$ cat src/rtl/vending_fsm_param.sv
`default_nettype none
// ============================================================================
//  Module      : vending_fsm_param
//  Description : Parametrised vending controller. Accumulates coin credit up
//                to CREDIT_MAX, vends one of NUM_ITEMS products priced
//                PRICE_BASE + i*PRICE_STEP, returns change, refunds on cancel.
//                Optional macro STOCK_COUNT_EN adds per-item stock counters
//                and a sold_out output.
//  Revision    : 1.0  initial release
// ============================================================================
module vending_fsm_param #(
  parameter int NUM_ITEMS  = 4,
  parameter int CREDIT_W   = 8,
  parameter int PRICE_BASE = 15,
  parameter int PRICE_STEP = 5,
  parameter int COIN0      = 5,
  parameter int COIN1      = 10,
  parameter int COIN2      = 25,
  parameter int CREDIT_MAX = 200,
  parameter int STOCK_INIT = 8
) (
  input  logic                         clock,
  input  logic                         reset,
  input  logic                         coin_valid,
  input  logic [1:0]                   coin_type,
  input  logic                         sel_valid,
  input  logic [$clog2(NUM_ITEMS)-1:0] sel_item,
  input  logic                         cancel,
  output logic [CREDIT_W-1:0]          credit,
  output logic                         dispense,
  output logic [$clog2(NUM_ITEMS)-1:0] dispense_item,
  output logic                         change_valid,
  output logic [CREDIT_W-1:0]          change_amt,
  output logic                         coin_reject,
  output logic                         busy
`ifdef STOCK_COUNT_EN
  ,
  output logic [NUM_ITEMS-1:0]         sold_out
`endif
);

  localparam int IW  = $clog2(NUM_ITEMS);
  localparam int CW1 = CREDIT_W + 1;

  localparam logic [1:0] S_IDLE    = 2'd0;
  localparam logic [1:0] S_COLLECT = 2'd1;
  localparam logic [1:0] S_VEND    = 2'd2;
  localparam logic [1:0] S_REFUND  = 2'd3;

  logic [1:0]          state;
  logic [1:0]          state_nxt;
  logic [CREDIT_W-1:0] credit_nxt;
  logic                dispense_nxt;
  logic [IW-1:0]       item_nxt;
  logic                change_valid_nxt;
  logic [CREDIT_W-1:0] change_amt_nxt;
  logic                coin_reject_nxt;
  logic                busy_nxt;

  // Credit arithmetic carries one extra bit so coin sums cannot wrap
  logic [CW1-1:0]      credit_ext;
  logic [CW1-1:0]      coin_val;
  logic [CW1-1:0]      coin_sum;
  logic [CW1-1:0]      price;
  logic                coin_ok;
  logic                item_in_range;
  logic                item_avail;
  logic                cancel_ok;
  logic                sel_ok;

  assign credit_ext    = {1'b0, credit};
  assign coin_sum      = credit_ext + coin_val;
  assign price         = CW1'(PRICE_BASE + int'(sel_item) * PRICE_STEP);
  assign item_in_range = int'(sel_item) < NUM_ITEMS;
  assign coin_ok       = (coin_type != 2'd3) && (coin_sum <= CW1'(CREDIT_MAX));
  assign cancel_ok     = cancel && (state == S_COLLECT);
  assign sel_ok        = sel_valid && item_in_range && item_avail && (credit_ext >= price);

  // Map coin_type to its credit value; type 3 carries no value
  always_comb begin
    coin_val = '0;
    case (coin_type)
      2'd0:    coin_val = CW1'(COIN0);
      2'd1:    coin_val = CW1'(COIN1);
      2'd2:    coin_val = CW1'(COIN2);
      default: coin_val = '0;
    endcase
  end

`ifdef STOCK_COUNT_EN
  localparam int SW = (STOCK_INIT > 0) ? $clog2(STOCK_INIT + 1) : 1;

  genvar gi;
  generate
    for (gi = 0; gi < NUM_ITEMS; gi++) begin : g_stock
      logic [SW-1:0] cnt;

      // Per-item stock: reload on reset, count down on each vend of this item
      always_ff @(posedge clock or negedge reset) begin
        if (!reset) begin
          cnt <= SW'(STOCK_INIT);
        end else if (dispense_nxt && (item_nxt == IW'(gi))) begin
          cnt <= cnt - SW'(1);
        end
      end

      assign sold_out[gi] = (cnt == '0);
    end
  endgenerate

  // Selected item is available only while its counter is non-zero
  always_comb begin
    item_avail = 1'b0;
    for (int i = 0; i < NUM_ITEMS; i++) begin
      if (int'(sel_item) == i) item_avail = !sold_out[i];
    end
  end
`else
  assign item_avail = 1'b1;
`endif

  // Next-state and next-output decode; priority cancel > select > coin
  always_comb begin
    state_nxt        = state;
    credit_nxt       = credit;
    dispense_nxt     = 1'b0;
    item_nxt         = '0;
    change_valid_nxt = 1'b0;
    change_amt_nxt   = '0;
    coin_reject_nxt  = 1'b0;
    busy_nxt         = 1'b0;
    case (state)
      S_VEND, S_REFUND: begin
        // Single busy cycle: everything but coin rejection is ignored
        state_nxt       = S_IDLE;
        credit_nxt      = '0;
        coin_reject_nxt = coin_valid;
      end
      default: begin
        if (cancel_ok) begin
          state_nxt        = S_REFUND;
          change_valid_nxt = 1'b1;
          change_amt_nxt   = credit;
          credit_nxt       = '0;
          busy_nxt         = 1'b1;
          coin_reject_nxt  = coin_valid;
        end else if (sel_ok) begin
          state_nxt       = S_VEND;
          dispense_nxt    = 1'b1;
          item_nxt        = sel_item;
          credit_nxt      = '0;
          busy_nxt        = 1'b1;
          coin_reject_nxt = coin_valid;
          if (credit_ext > price) begin
            change_valid_nxt = 1'b1;
            change_amt_nxt   = CREDIT_W'(credit_ext - price);
          end
        end else if (coin_valid) begin
          if (coin_ok) begin
            credit_nxt = coin_sum[CREDIT_W-1:0];
            state_nxt  = S_COLLECT;
          end else begin
            coin_reject_nxt = 1'b1;
          end
        end
      end
    endcase
  end

  // State and registered outputs; reset clears everything asynchronously
  always_ff @(posedge clock or negedge reset) begin
    if (!reset) begin
      state         <= S_IDLE;
      credit        <= '0;
      dispense      <= 1'b0;
      dispense_item <= '0;
      change_valid  <= 1'b0;
      change_amt    <= '0;
      coin_reject   <= 1'b0;
      busy          <= 1'b0;
    end else begin
      state         <= state_nxt;
      credit        <= credit_nxt;
      dispense      <= dispense_nxt;
      dispense_item <= item_nxt;
      change_valid  <= change_valid_nxt;
      change_amt    <= change_amt_nxt;
      coin_reject   <= coin_reject_nxt;
      busy          <= busy_nxt;
    end
  end

endmodule
`default_nettype wire

$ cat config.mk
export PLATFORM = sky130hd
export DESIGN_NAME = vending_fsm_param
export DESIGN_NICKNAME = d
export VERILOG_FILES = /design/src/rtl/vending_fsm_param.sv
export SDC_FILE = /design/constraint.sdc
export NUM_CORES = 1
export LEC_CHECK = 0
export ABC_AREA = 1
export BUFFER_PORTS_ARGS = -buffer_cell sky130_fd_sc_hd__buf_2
export CORE_MARGIN = 1
export CORE_UTILIZATION = 55
export DETAILED_ROUTE_END_ITERATION = 12
export PLACE_DENSITY = 0.88
export SETUP_SLACK_MARGIN = 0.4
export SLEW_MARGIN = 20
export SYNTH_ARGS = -nofsm -noshare
export SYNTH_HDL_FRONTEND = slang
export SYNTH_SLANG_ARGS = --single-unit
export TNS_END_PERCENT = 30
$ cat constraint.sdc
create_clock -name clock -period 2.5 [get_ports clock]
set_clock_uncertainty 0.2 [all_clocks]
set_input_delay 0.5 -clock clock [delete_from_list [all_inputs] [get_ports clock]]
set_output_delay 0.5 -clock clock [all_outputs]
set_load 0.005 [all_outputs]
==> Yosys cells after proc, flatten, opt, wreduce, memory -nomap -nowiden <==
Cells that the tools add are included.
{ "totals": {"regBits": 24, "inputBits": 9, "output_inout_bits": 22} }
{ "classes": {"add_sub_neg": 3, "multipliers": 1, "n_lt_le_gt_ge": 3, "eq_ne": 6, "n_mux": 32, "n_reduce_logical": 8} }
{ "op_table": {"columns": ["op", "count"], "rows": [
  ["8-bit two-way mux", 9],
  ["2-bit two-way mux", 8],
  ["5-bit case mux with 3 select lines", 1],
  ["1-bit two-way mux", 14],
  ["8-bit by 9-bit adder with 9-bit output", 1],
  ["9-bit by 8-bit <= comparator with 1-bit output (second input constant)", 1],
  ["8-bit by 6-bit >= comparator with 1-bit output", 1],
  ["8-bit by 6-bit > comparator with 1-bit output", 1],
  ["4-bit nonzero test", 2],
  ["8-bit by 6-bit subtractor with 8-bit output", 1],
  ["4-bit by 5-bit adder with 6-bit output (first input constant)", 1],
  ["2-bit == test (second input constant)", 3],
  ["2-bit by 3-bit multiplier with 5-bit output (second input constant)", 1],
  ["2-bit by 1-bit == test with 1-bit output (second input constant)", 2],
  ["1-bit logical AND", 3],
  ["2-bit zero test", 1],
  ["2-bit != test (second input constant)", 1],
  ["2-bit AND reduction", 1],
  ["2-bit OR reduction", 1]
]} }

==> Depth between registers and ports, before layout <==
{ "depth": {"ltp_word": 10, "depth_mapped": 18, "mapped_depth_nobuf": 18} }

==> Least setup slack after synthesis <==
OpenSTA, ideal clock, no wires.
{ "synth_path": {"path_type": "input -> register", "start": "input port sel_item[0]", "end": "register coin_reject", "arrival_time_ns": 2.183, "required_ns": 2.187, "setup_slack_ns": 0.004, "cell_stages": 14, "n_path_buf": 1, "path_cell_list": "inv_1 ha_1 a22o_1 inv_1 ha_1 inv_1 o21bai_1 nor3_2 nand3_2 a21oi_4 buf_6 nand3_1 nand2_1 inv_1"} }
{ "synth_via": {"elab_chain_cells": 7} }
{ "synth_rtl": {"columns": ["element", "line", "rtl"], "rows": [
  ["from (decl)", "27", "input logic [$clog2(NUM_ITEMS)-1:0] sel_item,"],
  ["2-bit by 3-bit multiplier with 5-bit output", "73", "assign price = CW1'(PRICE_BASE + int'(sel_item) * PRICE_STEP);"],
  ["4-bit by 5-bit adder with 6-bit output", "73", null],
  ["8-bit by 6-bit >= comparator with 1-bit output", "77", "assign sel_ok = sel_valid && item_in_range && item_avail && (credit_ext >= price);"],
  ["1-bit logical AND", "77", null],
  ["1-bit two-way mux", "147", "end else if (sel_ok) begin"],
  ["1-bit two-way mux", "140", "if (cancel_ok) begin"],
  ["1-bit two-way mux", "132", "case (state)"],
  ["net coin_reject_nxt", "57", "logic coin_reject_nxt;"],
  ["to (signal assigned)", "188", "coin_reject <= coin_reject_nxt;"],
  ["to (decl)", "34", "output logic coin_reject,"]
]} }
The timed path passes the listed nets, and every way through them passes these cells.
A chain may end at the register's enable or synchronous reset.

==> Final worst setup path <==
{ "layout_path": {"start": "input port sel_item[0]", "end": "register credit[0]"} }
{ "layout_via": {"elab_chain_cells": 7} }
{ "layout_rtl": {"columns": ["element", "line", "rtl"], "rows": [
  ["2-bit by 3-bit multiplier with 5-bit output (*)", "73", null],
  ["4-bit by 5-bit adder with 6-bit output (*)", "73", null],
  ["8-bit by 6-bit >= comparator with 1-bit output (*)", "77", null],
  ["1-bit logical AND (*)", "77", null],
  ["8-bit two-way mux", "147", null],
  ["8-bit two-way mux", "140", null],
  ["8-bit two-way mux", "132", null],
  ["to (signal assigned)", "183", "credit <= credit_nxt;"],
  ["to (decl)", "29", "output logic [CREDIT_W-1:0] credit,"]
]} }
Every way passes the cells marked *; elsewhere a longest branch is shown, timed or not.

==> implementation parameters <==
Parameter                              Value

Run status
  Run status ... finished with violations
  Failing checks ... negative setup slack

Synthesis
  Commonest cells in the netlist ... nand2_1, inv_1, dfrtp_1
  Synth Register Bits ... 24
  Count of cell types in the netlist ... 32
  Area share of the leading cell type in the synthesized netlist ... 0.324
  Proportion of synthesized chip area in sequential cells ... 0.324
  Syn. warnings ... 0
  Count of flip-flops with a built-in enable after synthesis ... 0
  Post-Syn Instances ... 240
  Cell taking the most area after synthesis ... dfrtp_1
  Cell types occupying the most area after synthesis ... dfrtp_1, ha_1, nand2_1
  Top-count cell post-synth ... nand2_1
  Cell area after technology mapping ... 1860 um2
  Async set or reset register ratio after synthesis ... 1.00
  Syn_nets ... 271
  Top flip-flop cell by instance count after synthesis ... dfrtp_1
  Synth Area per Inst ... 7.73 um2

Setup path
  Arrival time at the worst endpoint ... 2600 ps
  Critical path class ... in2reg
  Kind of capture point of the worst setup path ... flop
  Kind of start point of the critical path ... input pin
  Highest net fanout along the worst path ... 6
  Crit path required time ... 2580 ps

Routing
  Routed len/inst ... 19.5 um
  Initial DRC Count ... 270
  Average vias per placed instance ... 6.03
  Detailed Route WL ... 6.98 mm
  Detailed-routing iteration count for the pre-antenna-repair pass ... 6
  Count of nets left with antenna violations after detail routing ... 0
  DRC violations left ... 0
  Vias after detailed routing ... 2,159

Floorplan
  Number of primary I/O pins ... 31
  Die Span Y ... 60.1 um
  Floorplan Core Area ... 3130 um2
  Die span in x ... 60.1 um
  Initial Utilization ... 0.593
  Die footprint ... 3610 um2
  Std cell rows ... 20

Place
  Placer Congestion ... 0.859
  HPWL reported at the end of detailed placement ... 3.54 mm
  Number of I/O port buffers ... 30
  Post-Place Worst Slack ... -435 ps

Global routing
  Gr ovfl total ... 0
  Initial antenna violation count ... 0
  First-pass GRT wire length ... 9.34 mm
  Pin count of the biggest net entering global routing ... 25
  All-layer global routing usage ... 0.360
  Number of global-route vias before repair ... 1,905

Power
  Static Leak ... 1.45 nW
  Peak ir drop on the vdd network ... 0.773 mV
  Power density of the placed cells ... 953 nW/um2

Clocking
  Worst-Skew Late Latency ... 340 ps
  Clock Sinks ... 24
  H-tree levels ... 1
  Cell at the root of the clock tree ... clkbuf_4
  Clock transition at the registers of the reported paths ... 150 ps
  CTS tree ... built
  Clock buffer depth ... 2
  Total CTS buffers ... 3

Timing
  Final setup fails ... 4
  Max-slew headroom ... 0.625
  Top achievable clock speed ... 397 MHz
  Setup repair after global routing missed its margin ... true
  Final-layout worst hold slack ... 203 ps
  Final Hold Fails ... 0
  Fin worst setup slack ... -21.7 ps
  Number of max-slew violations in the final report ... 0
  Period utilisation layout ... 1.01
  Crit path time final ... 2520 ps
  Worst slew pin tran ... 563 ps

Hold path
  Hold/Removal Path Class ... in2reg

Finish
  Final antenna diode count ... 0
  Share of cells above drive strength 1 ... 0.462
  Area added between synthesis and finish ... 46.3%
  NumNets Final ... 346
  Fill cell total of the finished layout ... 154

Job
  Number of max-cap violations ... 0
==> flip-flops by register name, summed over array words and instances, names as in the netlist <==
| register | count |
|---|---|
| busy | 1 |
| change_amt | 8 |
| change_valid | 1 |
| coin_reject | 1 |
| credit | 8 |
| dispense | 1 |
| dispense_item | 2 |
| state | 2 |
==> final timing paths <==
check | startpoint | to | slack [ps] | cells past startpoint
setup / recovery | sel_item[0] | credit[0] | -20 | 14
hold / removal | coin_valid | coin_reject | 200 | 3
setup reg to reg | credit[0] | credit[4] | -10 | 13
hold reg to reg | state[0] | state[0] | 370 | 2
max in group asynchronous | reset | credit[2] | 1220 | 2
min in group asynchronous | reset | change_amt[5] | 460 | 2
==> where the power goes <==
part / internal [mW] / switching, mW
clock network: 0.162 / 0.134
registers: 0.501 / 0.116
logic: 0.719 / 0.956
==> cell families after synthesis <==
family	synth area share
AOI/OAI and AO/OA	0.0735
adders and majority gates	0.156
DFF	0.324
buffers and inverters	0.0910
and+or+nand+nor	0.336
xor gates and xnor gates	0.0189
==> metrics by stage <==
step | setup TNS, ps | power (mW) | instances | cell area, um2 | utilization
5_1_grt | -282 | 2.70 | 358 | 2720 | 0.868
6_report | -54.9 | 2.59 | 358 | 2720 | 0.868
3_5_place_dp | -6820 | 1.77 | 339 | 2290 | 0.732
2_1_floorplan | 0 | 1.35 | 240 | 1900 | -
4_1_cts | 0 | 2.24 | 351 | 2560 | 0.819
3_3_place_gp | -3610 | 1.71 | 339 | 2290 | 0.732
==> cell type report <==
type,instances,area (um2),area share
Clock buffer,3,22.5,0.00829
Clock inverter,1,30.0,0.0111
Inverter,34,145,0.0535
Multi-Input combinational cell,179,1350,0.498
Sequential cell,24,603,0.222
Tap cell,44,55.1,0.0203
Timing Repair Buffer,73,508,0.187
==> layout by cell type (no fill, tap or decap), types with 2 or more instances in the layout <==
master | Yosys | final
nand2_2 | 6 | 17
ha_1 | 20 | 9
nand3_4 | 1 | 4
dfrtp_1 | 24 | 22
a31oi_1 | 2 | 2
xnor2_1 | 2 | 2
nand3_1 | 22 | 17
inv_4 | 0 | 2
nand3b_1 | 7 | 7
nor2_2 | 1 | 2
fa_2 | 0 | 2
o21ai_0 | 7 | 7
ha_2 | 0 | 4
clkbuf_4 | 0 | 3
inv_2 | 1 | 8
buf_2 | 0 | 28
buf_4 | 0 | 39
nand3_2 | 3 | 6
nand2_4 | 2 | 4
a21oi_2 | 1 | 3
nor2_1 | 22 | 20
nand2_1 | 62 | 49
inv_1 | 32 | 22
xor2_1 | 2 | 2
ha_4 | 0 | 7
buf_6 | 3 | 4
o22ai_1 | 3 | 3
dfrtp_2 | 0 | 2
nor2_4 | 1 | 2
a21oi_1 | 4 | 2
==> critical path: stages <==
cell	delay [ps]
buf_12	110
inv_12	30
ha_4	140
a22o_1	240
inv_2	100
ha_4	230
inv_4	60
o21bai_4	90
nor3_4	200
nand3_4	170
a21oi_4	320
buf_6	190
nand3_1	110
nand2_1	90
==> timing repair <==
action,CTS,global route
cloned,2,0
hold buffers,1,0
endpoints found under the hold margin,24,0
pin swaps,15,16
endpoints found under the setup margin,24,24
resized for setup,40,24
buffers inserted,5,7
==> layer usage <==
layer  GRT usage  part of all wire  up-vias  wire length (um)
li1            -                 -      923                 -
met1       0.441              0.36      976              2530
met2       0.614              0.48      202              3390
met3      0.0779             0.096       58               668
met4       0.140             0.057        0               398
met5           0                 0        -                 0
Note: power is estimated with default switching activity, not from simulation.
